`src/rtl/load_use_scoreboard_pkg.sv`:
```
// Shared defaults and sizing helpers for the load-use hazard scoreboard.
package hazard_pkg;

  localparam int REG_ADDR_W_DEF   = 5;
  localparam int LOAD_LATENCY_DEF = 1;
  localparam int CNT_W_DEF        = 16;

  // Countdown width: wide enough to hold LOAD_LATENCY itself.
  function automatic int cnt_width(input int load_latency);
    return (load_latency < 1) ? 1 : $clog2(load_latency + 1);
  endfunction

endpackage

```
`src/rtl/load_use_scoreboard_if.sv`:
```
// ID-stage hazard bus: instruction fields and stall/flush results.
interface load_use_scoreboard_if
  import hazard_pkg::*;
#(
  parameter int REG_ADDR_W = REG_ADDR_W_DEF,
  parameter int CNT_W      = CNT_W_DEF
);
  logic                  id_valid;
  logic [REG_ADDR_W-1:0] id_rs1_addr;
  logic [REG_ADDR_W-1:0] id_rs2_addr;
  logic                  id_rs1_used;
  logic                  id_rs2_used;
  logic [REG_ADDR_W-1:0] id_rd_addr;
  logic                  id_mem_read;
  logic                  mdu_busy;
  logic                  ex_redirect;
  logic                  stall;
  logic                  flush_if_id;
  logic                  flush_id_ex;
  logic [CNT_W-1:0]      stall_count;

  modport master (
    output id_valid, id_rs1_addr, id_rs2_addr, id_rs1_used, id_rs2_used,
           id_rd_addr, id_mem_read, mdu_busy, ex_redirect,
    input  stall, flush_if_id, flush_id_ex, stall_count
  );

  modport slave (
    input  id_valid, id_rs1_addr, id_rs2_addr, id_rs1_used, id_rs2_used,
           id_rd_addr, id_mem_read, mdu_busy, ex_redirect,
    output stall, flush_if_id, flush_id_ex, stall_count
  );
endinterface

```
`src/rtl/load_use_scoreboard_reg_scoreboard.sv`:
```
// Per-register load countdown array with two combinational busy lookups.
module reg_scoreboard
  import hazard_pkg::*;
#(
  parameter int ADDR_W       = REG_ADDR_W_DEF,
  parameter int LOAD_LATENCY = LOAD_LATENCY_DEF
) (
  input  logic              clk,
  input  logic              rst,
  input  logic              i_set,
  input  logic [ADDR_W-1:0] i_set_addr,
  input  logic [ADDR_W-1:0] i_rd_addr_a,
  input  logic [ADDR_W-1:0] i_rd_addr_b,
  output logic              o_busy_a,
  output logic              o_busy_b
);
  localparam int CW    = cnt_width(LOAD_LATENCY);
  localparam int DEPTH = 1 << ADDR_W;

  logic [CW-1:0]    r_cnt [DEPTH];
  logic [DEPTH-1:0] w_busy;

  // A fresh load reload wins over the ongoing decrement of the same entry.
  always_ff @(posedge clk) begin
    for (int i = 0; i < DEPTH; i++) begin
      if (rst) begin
        r_cnt[i] <= '0;
      end else if (i_set && (i_set_addr == ADDR_W'(i))) begin
        r_cnt[i] <= CW'(LOAD_LATENCY);
      end else if (r_cnt[i] != '0) begin
        r_cnt[i] <= r_cnt[i] - CW'(1);
      end
    end
  end

  generate
    for (genvar gi = 0; gi < DEPTH; gi++) begin : g_busy
      if (gi == 0) begin : g_zero
        assign w_busy[gi] = 1'b0;
      end else begin : g_reg
        assign w_busy[gi] = (r_cnt[gi] != '0);
      end
    end
  endgenerate

  assign o_busy_a = w_busy[i_rd_addr_a];
  assign o_busy_b = w_busy[i_rd_addr_b];
endmodule

```
`src/rtl/load_use_scoreboard.sv`:
```
// ID/EX hazard unit: load-use scoreboard stalls, MDU stall, redirect flushes.
module load_use_scoreboard
  import hazard_pkg::*;
#(
  parameter int REG_ADDR_W   = REG_ADDR_W_DEF,
  parameter int LOAD_LATENCY = LOAD_LATENCY_DEF,
  parameter int CNT_W        = CNT_W_DEF
) (
  input  logic                  clk,
  input  logic                  rst,
  load_use_scoreboard_if.slave  bus
);
  logic             w_rs1_busy;
  logic             w_rs2_busy;
  logic             w_data_hz;
  logic             w_stall;
  logic             w_issue;
  logic             w_set;
  logic [CNT_W-1:0] r_stall_count;

  reg_scoreboard #(
    .ADDR_W       (REG_ADDR_W),
    .LOAD_LATENCY (LOAD_LATENCY)
  ) u_sb (
    .clk         (clk),
    .rst         (rst),
    .i_set       (w_set),
    .i_set_addr  (bus.id_rd_addr),
    .i_rd_addr_a (bus.id_rs1_addr),
    .i_rd_addr_b (bus.id_rs2_addr),
    .o_busy_a    (w_rs1_busy),
    .o_busy_b    (w_rs2_busy)
  );

  assign w_data_hz = bus.id_valid & ((bus.id_rs1_used & w_rs1_busy) |
                                     (bus.id_rs2_used & w_rs2_busy));

  // A redirect discards the ID instruction, so it must never be held.
  assign w_stall = ~bus.ex_redirect & (w_data_hz | (bus.id_valid & bus.mdu_busy));
  assign w_issue = bus.id_valid & ~w_stall & ~bus.ex_redirect;
  assign w_set   = w_issue & bus.id_mem_read & (bus.id_rd_addr != '0);

  assign bus.stall       = w_stall;
  assign bus.flush_if_id = bus.ex_redirect;
  assign bus.flush_id_ex = bus.ex_redirect | w_stall;
  assign bus.stall_count = r_stall_count;

  always_ff @(posedge clk) begin
    if (rst) begin
      r_stall_count <= '0;
    end else if (w_stall && (r_stall_count != '1)) begin
      r_stall_count <= r_stall_count + CNT_W'(1);
    end
  end
endmodule

```
`src/flat_wrapper.sv`:
```
// flat-port wrapper written by rule: the top's interface ports become plain ports
module load_use_scoreboard_flat import hazard_pkg::*;
#(
  parameter int REG_ADDR_W   = REG_ADDR_W_DEF,
  parameter int LOAD_LATENCY = LOAD_LATENCY_DEF,
  parameter int CNT_W        = CNT_W_DEF
)
  (clk, rst, bus_id_valid, bus_id_rs1_addr, bus_id_rs2_addr, bus_id_rs1_used, bus_id_rs2_used, bus_id_rd_addr, bus_id_mem_read, bus_mdu_busy, bus_ex_redirect, bus_stall, bus_flush_if_id, bus_flush_id_ex, bus_stall_count);
  load_use_scoreboard_if #(.REG_ADDR_W(REG_ADDR_W), .CNT_W(CNT_W)) bus_i ();
  input  logic clk;
  input  logic rst;
  input wire logic [$bits(bus_i.id_valid)-1:0] bus_id_valid;
  input wire logic [$bits(bus_i.id_rs1_addr)-1:0] bus_id_rs1_addr;
  input wire logic [$bits(bus_i.id_rs2_addr)-1:0] bus_id_rs2_addr;
  input wire logic [$bits(bus_i.id_rs1_used)-1:0] bus_id_rs1_used;
  input wire logic [$bits(bus_i.id_rs2_used)-1:0] bus_id_rs2_used;
  input wire logic [$bits(bus_i.id_rd_addr)-1:0] bus_id_rd_addr;
  input wire logic [$bits(bus_i.id_mem_read)-1:0] bus_id_mem_read;
  input wire logic [$bits(bus_i.mdu_busy)-1:0] bus_mdu_busy;
  input wire logic [$bits(bus_i.ex_redirect)-1:0] bus_ex_redirect;
  output wire logic [$bits(bus_i.stall)-1:0] bus_stall;
  output wire logic [$bits(bus_i.flush_if_id)-1:0] bus_flush_if_id;
  output wire logic [$bits(bus_i.flush_id_ex)-1:0] bus_flush_id_ex;
  output wire logic [$bits(bus_i.stall_count)-1:0] bus_stall_count;
  assign bus_i.id_valid = bus_id_valid;
  assign bus_i.id_rs1_addr = bus_id_rs1_addr;
  assign bus_i.id_rs2_addr = bus_id_rs2_addr;
  assign bus_i.id_rs1_used = bus_id_rs1_used;
  assign bus_i.id_rs2_used = bus_id_rs2_used;
  assign bus_i.id_rd_addr = bus_id_rd_addr;
  assign bus_i.id_mem_read = bus_id_mem_read;
  assign bus_i.mdu_busy = bus_mdu_busy;
  assign bus_i.ex_redirect = bus_ex_redirect;
  assign bus_stall = bus_i.stall;
  assign bus_flush_if_id = bus_i.flush_if_id;
  assign bus_flush_id_ex = bus_i.flush_id_ex;
  assign bus_stall_count = bus_i.stall_count;
  load_use_scoreboard #(.REG_ADDR_W(REG_ADDR_W), .LOAD_LATENCY(LOAD_LATENCY), .CNT_W(CNT_W)) u_core (.clk(clk), .rst(rst), .bus(bus_i));
endmodule
```
`config.mk`:
```
export PLATFORM = sky130hd
export DESIGN_NAME = load_use_scoreboard_flat
export DESIGN_NICKNAME = d
export VERILOG_FILES = /design/src/rtl/load_use_scoreboard_pkg.sv /design/src/rtl/load_use_scoreboard_if.sv /design/src/rtl/load_use_scoreboard_reg_scoreboard.sv /design/src/rtl/load_use_scoreboard.sv /design/src/flat_wrapper.sv
export SDC_FILE = /design/constraint.sdc
export NUM_CORES = 1
export LEC_CHECK = 0
export ABC_AREA = 1
export CAP_MARGIN = 20
export CORE_AREA = 2 2 94 96
export CTS_CLUSTER_SIZE = 10
export DETAILED_ROUTE_END_ITERATION = 8
export DIE_AREA = 0 0 96 98
export PLACE_DENSITY = 0.69
export SKIP_LAST_GASP = 1
export SLEW_MARGIN = 20
export SYNTH_ARGS = -nofsm -noshare
export SYNTH_HDL_FRONTEND = slang
export SYNTH_HIERARCHICAL = 1
export SYNTH_SLANG_ARGS = --single-unit
```
`constraint.sdc`:
```
create_clock -name clk -period 4 [get_ports clk]
set_input_delay 0.6 -clock clk [delete_from_list [all_inputs] [get_ports clk]]
set_output_delay 0.6 -clock clk [all_outputs]
set_load 0.005 [all_outputs]
```
==> flow_summary.ini <==
[synthesis]
syn_area_per_cell_um2 = 6.39
yosys_warnings = 6
synthFlopType = edfxtp_1
ys_async_sr_fraction = 0
synth.distinct_cells = 25
synth_top_area_frac = 0.287
synth_cells = 508
synth_largest_area_cell = edfxtp_1
synth_edf_count = 31
synthTopCellsByCount = 186 x nand2_1, 114 x nor2_1, 68 x nand3_1
syn_area_um2 = 3240
synth.area.top_cells = edfxtp_1 29%, nand2_1 22%, nor2_1 13%
syn_nets = 532
yosysMostFrequentCell = nand2_1
ys_seq_elements = 47
seq_area_frac_synth = 0.386

[sta]
fmax_ghz = 0.276
period_minus_slack_ns = 3.63
fin_crit_sh = 0.907
tightestPinTransition_ns = 0.544
setup_viol = 0
max_slew_margin = 0.637
skew_ns = 0.0102
finalSetupTns_ns = 0
slew_violations = 0
worst_slack_ns = 0.374
timing.final.hold_violations = 0
rsz0062_at_grt = no
hold_ws_ns = 0.542

[flow_run]
maxCapViolations = 0

[clock_network]
cts_made_buffers = 5
clk-insertion-delay-late_ns = 0.30
cts_setup_buffers = 0
cts_resized = 0
hold_buffers = 0
path_clk_slew_ns = 0.08
cts_max_path_buffers = 2
htree_levels = 2
clock_sinks = 47
cts_root_buffer = clkbuf_8
cts_tree = yes

[grt]
grt_max_degree = 33
grt-ovfl-total = 0
grt_use_total = 0.178
grt_pass1_vias = 2819
antenna_found_initial = 0
grt_pass1_wl_mm = 13.3

[pwr]
p_clk_frac = 0.283
p_int_mw = 0.764
p_switching_mw = 0.292
finalPower_mw = 1.06
pwr_density_cell_nw_per_um2 = 278
switching_share = 0.277
combPwrFrac = 0.182
seqPwrFrac = 0.535
leakagePower_nw = 1.62
peakVddDrop_mv = 0.190

[route]
wirelength_mm = 8.20
drt_pass1_iterations = 4
wl_per_cell_um = 12.6
vias = 3178
viasPerCell = 4.87
drtIter0Drc = 184
ant_nets = 0
drc = 0

[critical_path]
arrival_ns = 3.03
critical_path_required_ns = 3.40
crit_type = input port to output pin
worstPathMaxFanout = 9
end_kind = output pin
startpoint_type = input port

[cells_and_area]
final_util = 0.449
fillerInstances = 891
drive_gt1_frac = 0.0459
diodes = 0
fin_nets = 568
area_delta_synth_final_pct = 17.1

[placed_design]
dp_hpwl_mm = 6.16
dp_worst_setup_slack_ns = 0.412
io_buffers = 41
finalWeightedCongestion = 0.872

[outcome]
status = finished, final reports clean

[floorplanning]
die_w_um = 96
fp-row-count = 34
start_util = 0.383
die_area_um2 = 9410
io_pins = 42
die_y_um = 98
coreArea_um2 = 8470

[worst_hold_path]
hold_path.class = flop to flop
## worst paths after layout
kind                                                start                        end  slack, ns  depth (start not counted)
worst max-delay path                   bus_id_rs2_addr[1]                  bus_stall       0.37                         14
worst min-delay path            u_core/bus.stall_count[0]  u_core/bus.stall_count[0]       0.54                          2
worst max register to register    u_core/u_sb/r_cnt[1][5]    u_core/u_sb/r_cnt[1][0]       1.43                         18
worst min register to register  u_core/bus.stall_count[0]  u_core/bus.stall_count[0]       0.54                          2
## routing by layer
metal | up-vias | track usage | wire [um]
met5 | - | 0 | 0
met4 | 0 | 0.0429 | 92
met3 | 8 | 0.0293 | 439
met2 | 90 | 0.285 | 3810
met1 | 1403 | 0.248 | 3860
li1 | 1677 | - | -
## cells by family after synthesis
logic type	synth area share
simple gates	0.483
buf+inv	0.0933
flops	0.386
compound gates	0.0231
xor+xnor	0.0108
fa+ha+maj	0.00386
## critical path: stages
cell and delay [ns]:
clkdlybuf4s50_1 0.67, inv_1 0.23, nand3_1 0.14, nand3_1 0.08, nand2_1 0.07, nand2_1 0.05, nand2_1 0.06, nand2_1 0.05
nand2_1 0.05, nand2_1 0.04, nand3b_1 0.16, nand3_1 0.13, inv_1 0.18, clkdlybuf4s50_1 0.54
## state kept, by name (all words and copies together) (netlist names)
| name | flops |
|---|---|
| u_core/bus.stall_count | 16 |
| u_core/u_sb/r_cnt | 31 |
## layout by cell type, fill, tap and decap left out, types with 3 or more instances in the layout
cell | synthesis | layout
o21ai_0 | 9 | 9
clkdlybuf4s50_1 | 0 | 40
edfxtp_1 | 31 | 31
buf_4 | 2 | 7
nand3_1 | 68 | 68
nand2_1 | 186 | 186
clkbuf_8 | 0 | 6
dfxtp_1 | 16 | 16
inv_1 | 35 | 35
a21oi_1 | 5 | 5
nand4_1 | 5 | 5
nand3b_1 | 3 | 3
nor2_1 | 114 | 114
## power groups by stage
stage	Combinational [mW]	Sequential [mW]	Clock (mW)
floorplan	0.126	0.568	0
global placement	0.190	0.575	0
detailed placement	0.192	0.575	0
CTS	0.193	0.564	0.307
global route	0.218	0.569	0.320
finish	0.193	0.565	0.299
## final cells by class
class / count / area, um2 / share of cell area
flip-flops and latches: 47 / 1250 / 0.329
multi-input cells: 403 / 1690 / 0.445
clock inverters: 1 / 5.00 / 0.00132
clock buffers: 7 / 86.3 / 0.0227
inverters: 38 / 153 / 0.0402
well taps: 108 / 135 / 0.0356
repair buffers: 49 / 478 / 0.126
## through the flow
step	cell area (um2)	cells
after floorplan	3240	508
after global placement	3710	645
after detailed placement	3710	645
after CTS	3800	653
after global routing	3800	653
final	3800	653
Power figures use the tool's default switching activity.
==> patch 1 (same settings) <==
Reset style: asynchronous (`rst`), changed in one clocked block.
--- a/src/rtl/load_use_scoreboard.sv
+++ b/src/rtl/load_use_scoreboard.sv
@@ -46,5 +46,5 @@
   assign bus.stall_count = r_stall_count;
 
-  always_ff @(posedge clk) begin
+  always_ff @(posedge clk or posedge rst) begin
     if (rst) begin
       r_stall_count <= '0;
Behaviour: differs if rst is asserted again (counterexample within 4 cycles, from zero or initial values and one cycle with rst high); with rst held inactive, the same outputs for 10 cycles.
==> patch 1 against the original RTL <==
- routed wire length rose by 6.5%
- area after synthesis grew 3.6%
- non-clock buffer count is 4 lower
- sequential cell count stayed put
- cell area rose by 2.1%
- global-route usage increased by 1.9 points
- total power grew 22%
- setup slack improved by 26 ps
- largest power group unchanged
==> patch 1: results (changes against the original RTL) <==
** Yosys
- Synth warnings :: 6 (unchanged)
- The unique cell type count in the Yosys netlist is 24 (-4.0%).
- Ys async rst share :: 34.0% (+34 points)
- After synthesis, the cell types taking the most area are edfxtp_1 28%, nand2_1 24%, dfrtp_1 12%.
- The post-synthesis net count was 533 (+0.19%).
- The share of synthesized area occupied by flip-flops and latches came to 39.6% (+1.0 points).
- Top cells by instance count after synthesis :: 212 x nand2_1, 90 x nor2_1, 67 x nand3_1

** Placement
- Placed wire-length estimate :: 6.70 mm (+8.7%)
- The weighted congestion reported at the end of routability-driven placement was 0.905 (+3.9%).
- Count of buffers inserted at the top-level ports :: 41 (unchanged)

** Hold path
- The path with the worst hold slack has its endpoint at u_core/bus.stall_count[1].
- The min-delay analysis places its worst path in the category reg2reg.
- The worst hold path begins at u_core/bus.stall_count[1].

** Critical path
- Launch point of the worst reg-to-reg path :: u_core/u_sb/r_cnt[0][11]
- The path depth of the worst reg2reg path is 17 (-1).
- The worst setup slack for register-to-register paths came to 1360 ps (-70 ps).
- Critical path data arrival time :: 3000 ps (-30 ps)
- The largest individual stage delay along the critical path comes from the cell clkdlybuf4s50_1.
- Max stage delay on crit path :: 660 ps

** Routing
- Total via count in the routed design :: 3,309 (+4.1%)
- Routed WL :: 8.73 mm (+6.5%)
- The number of iterations in the first detailed-routing pass came to 5 (+1).
- Starting DRT DRC Count :: 285 (+55%)

** Outcome
- Run status :: complete, no violations

** Cells and area
- The proportion of layout cells with a drive suffix above 1 is 5.89% (+1.3 points).
- Count of fill cells added during filler insertion :: 863 (-3.1%)
- The antenna diode instance count is 0 (unchanged).
- Count of nets after finishing :: 566 (-0.35%)
- Counting flops per register, the top entry is u_core/u_sb/r_cnt.

** STA
- The clock skew came to 9.34 ps (-0.854 ps).
- The transition time at the pin with the least slew margin is 957 ps (+413 ps).
- The setup violation total in the final timing report was 0 (unchanged).

** Power
- VDD IR max :: 0.233 mV (+23%)
- The static leakage is 1.71 nW (+6.0%).

** Clocking
- The later pin in the worst-skew pair is clocked with a latency of 310 ps.
- After clock tree synthesis, the clock-pin slew on the worst setup and hold paths is 90 ps.
- CTS root buffer :: clkbuf_8
- CTS Buffer Depth :: 2 (unchanged)
- The H-tree level count is 2 (unchanged).
- CTS Buf Count :: 5 (unchanged)
- The number of buffers inserted to repair setup after CTS was 0 (unchanged).

** GRT
- The maximum number of pins on one net before global-route repair came to 59 (+79%).
- The wire length of the first global-routing pass was 14.6 mm (+9.8%).
- Initial antenna violation count :: 0 (unchanged)
- The total track usage is 19.7% (+1.9 points).
- Via count of the first global-routing pass :: 3,202 (+14%)
patch 1: changes by cell type after synthesis, sizes merged, moves of 3 or more:
cell / delta
nand2: +28
nor2: -22
dfrtp: +16
dfxtp: -16
a21oi: -4
xor2: +3
patch 1: worst max-delay path by stage:
stage / end / from / slack, ps
after floorplan: u_core/u_sb/r_cnt[0][4] / bus_id_rs2_addr[1] / 1390
after global placement: bus_stall / bus_id_rs2_addr[1] / 400
after detailed placement: bus_stall / bus_id_rs2_addr[1] / 430
after CTS: bus_stall / bus_id_rs2_addr[1] / 410
after global routing: bus_stall / bus_id_rs2_addr[1] / 180
final: bus_stall / bus_id_rs2_addr[1] / 400
patch 1: where the power goes:
group	switching [mW]	internal (mW)
sequential	0.0698	0.569
clock	0.167	0.138
combinational	0.180	0.162
patch 1: cell families (layout without fill, tap and decap cells):
logic type	after synthesis	in the layout	synth area share, %
xor+xnor	5	5	1.30
flops	47	47	39.6
buf+inv	59	93	9.12
fa+ha+maj	1	1	0.372
simple gates	387	387	47.3
compound gates	10	10	2.27
patch 1: worst max-delay path: cells and delay by family:
kind / cells / cell delay (ps)
buffers and inverters: 4 / 1460
and+or+nand+nor: 10 / 940
patch 1: area by class of cell:
type,instances,area share [%]
clock buffer,6,2.13
clock inverter,2,0.290
tap,108,3.48
sequential,47,34.3
multi-input combinational,403,44.4
timing repair buffer,45,11.2
inverter,40,4.13
patch 1: per-stage QoR:
stage | total power [mW] | instance area, sq um | hold WS [ps] | std cells | worst slack (ps)
after floorplan | 0.837 | 3360 | 514 | 509 | 1390
after global placement | 0.980 | 3790 | 529 | 643 | 399
after detailed placement | 0.989 | 3790 | 546 | 643 | 427
after CTS | 1.29 | 3880 | 570 | 651 | 405
after global routing | 1.36 | 3880 | 605 | 651 | 175
final | 1.29 | 3880 | 569 | 651 | 399
patch 1: layer usage:
metal  up-vias  routed length, um  GRT usage [%]
met5         -                  0              0
met4         0                287           8.68
met3        24                627           3.32
met2       128               3950           30.3
met1      1489               3870           27.1
li1       1668                  -              -
==> patch 2 (same settings) <==
Made on the original files. The package constant `LOAD_LATENCY_DEF` goes from 1 to 2.
--- a/src/rtl/load_use_scoreboard_pkg.sv
+++ b/src/rtl/load_use_scoreboard_pkg.sv
@@ -3,5 +3,5 @@
 
   localparam int REG_ADDR_W_DEF   = 5;
-  localparam int LOAD_LATENCY_DEF = 1;
+  localparam int LOAD_LATENCY_DEF = 2;
   localparam int CNT_W_DEF        = 16;
 
Behaviour: not the same (a bounded check fails within 4 cycles, from zero or initial values and one cycle with rst high).
==> patch 2 against the original RTL <==
- global-route usage up 11 points
- total power rose to 3.2 times the old value
- sequential cell count up 31
- cell area up 54%
- die area unchanged
- area after synthesis up 60%
- worst hold slack better by 12 ps
- routed wire length up 58%
- via count up 47%
- setup slack better by 9.6 ps
- non-clock buffer count unchanged
- critical path type unchanged
- largest cell class unchanged
- highest routed layer unchanged
==> patch 2: results (changes against the original RTL) <==
** Outcome
- The flow ran to the end, and the final reports show no timing, DRC or antenna violations.

** Placement
- Placed wire-length estimate :: 9.60 mm (+56%)
- Area of placed instances :: 5620 sq um (+52%)
- Placer Congestion :: 0.875 (+0.42%)

** Power
- Leakage :: 2.53 nW (+56%)
- The worst IR drop on VDD came to 0.275 mV (+45%).

** STA
- Final hold slack :: 554 ps (+11.9 ps)
- Maximum clock skew at final layout :: 11.4 ps (+1.18 ps)

** Yosys
- Number of enable-type register cells in the synthesized netlist :: 62 (+100%)
- Proportion of synthesized chip area in sequential cells :: 42.1% (+3.5 points)
- Count of unique library cells instantiated by Yosys :: 26 (+4.0%)
- Yosys attributes the largest share of cell area to edfxtp_1 36%, nand2_1 11%, nand3_1 9.5%.
- The post-synthesis net count came to 735 (+38%).

** Critical path
- Max stage delay on crit path :: 650 ps (-20 ps)
- CP Launch Point :: bus_id_rs2_addr[0]
- The worst setup slack for register-to-register paths came to 1180 ps (-250 ps).
- Launch point of the worst reg-to-reg path :: u_core/u_sb/r_cnt[0][16]
- The maximum fanout along the worst path was 10 (+1).
- In this run the critical register-to-register path is captured at u_core/u_sb/r_cnt[0][29].
- Depth of the most critical reg-to-reg path :: 22 (+4)

** Routing
- The number of iterations in the first detailed-routing pass is 5 (+1).
- The via density per instance came to 5.62 (+16%).
- The violation count after the first detailed-route iteration was 349 (+90%).
- Total via count in the routed design :: 4,661 (+47%)

** Cells and area
- Count of fill cells added during filler insertion :: 703 (-21%)
- The number of nets in the final layout came to 771 (+36%).
- Fraction of final layout cells with drive strength greater than 1 :: 4.85% (+0.27 points)

** GRT
- The total track usage came to 28.7% (+11 points).
- Wire length of the first global-routing pass :: 20.9 mm (+57%)
patch 2: cell count changes after synthesis, sizes merged, moves of 4 or more:
cell,before,now
edfxtp,31,62
o21ai,10,14
nor2,116,97
inv,38,104
ha,1,32
nand3,68,99
nand2,188,159
nand3b,3,28
o22ai,0,26
buf,16,21
patch 2: final cells by class:
| class | count | area, sq um | share of cell area (%) |
|---|---|---|---|
| well taps | 108 | 135 | 2.31 |
| flip-flops and latches | 78 | 2180 | 37.3 |
| multi-input cells | 474 | 2440 | 41.7 |
| clock buffers | 9 | 124 | 2.12 |
| repair buffers | 49 | 495 | 8.48 |
| inverters | 104 | 395 | 6.76 |
| clock inverters | 7 | 77.6 | 1.33 |
patch 2: power groups by stage:
stage          Sequential (mW)  Combinational, mW  Clock (mW)
6_report                  1.39               1.39       0.616
5_1_grt                   1.43               1.57       0.668
4_1_cts                   1.40               1.38       0.630
3_5_place_dp              1.42               1.37           0
3_3_place_gp              1.40               1.28           0
2_1_floorplan             1.37              0.988           0
patch 2: metrics by stage:
| step | setup WS (ps) | utilization [%] |
|---|---|---|
| after CTS | 390 | 68.8 |
| after floorplan | 1420 | - |
| after global routing | 249 | 69.1 |
| after global placement | 419 | 66.4 |
| after detailed placement | 421 | 66.4 |
| final | 383 | 69.1 |
patch 2: routing by layer:
layer	share of wire [%]	wire, um	track usage [%]	up-vias
li1	-	-	-	2317
met1	42	5470	36.3	2159
met2	50	6520	48.8	163
met3	5.6	724	5.02	22
met4	1.9	247	10.2	0
met5	0	0	0	-
patch 2: cells by family after synthesis:
family,share of synthesized area [%]
xor gates and xnor gates,0.675
DFF,42.1
buffers and inverters,11.0
and+or+nand+nor,33.5
adders and majority gates,7.72
AOI/OAI and AO/OA,5.06
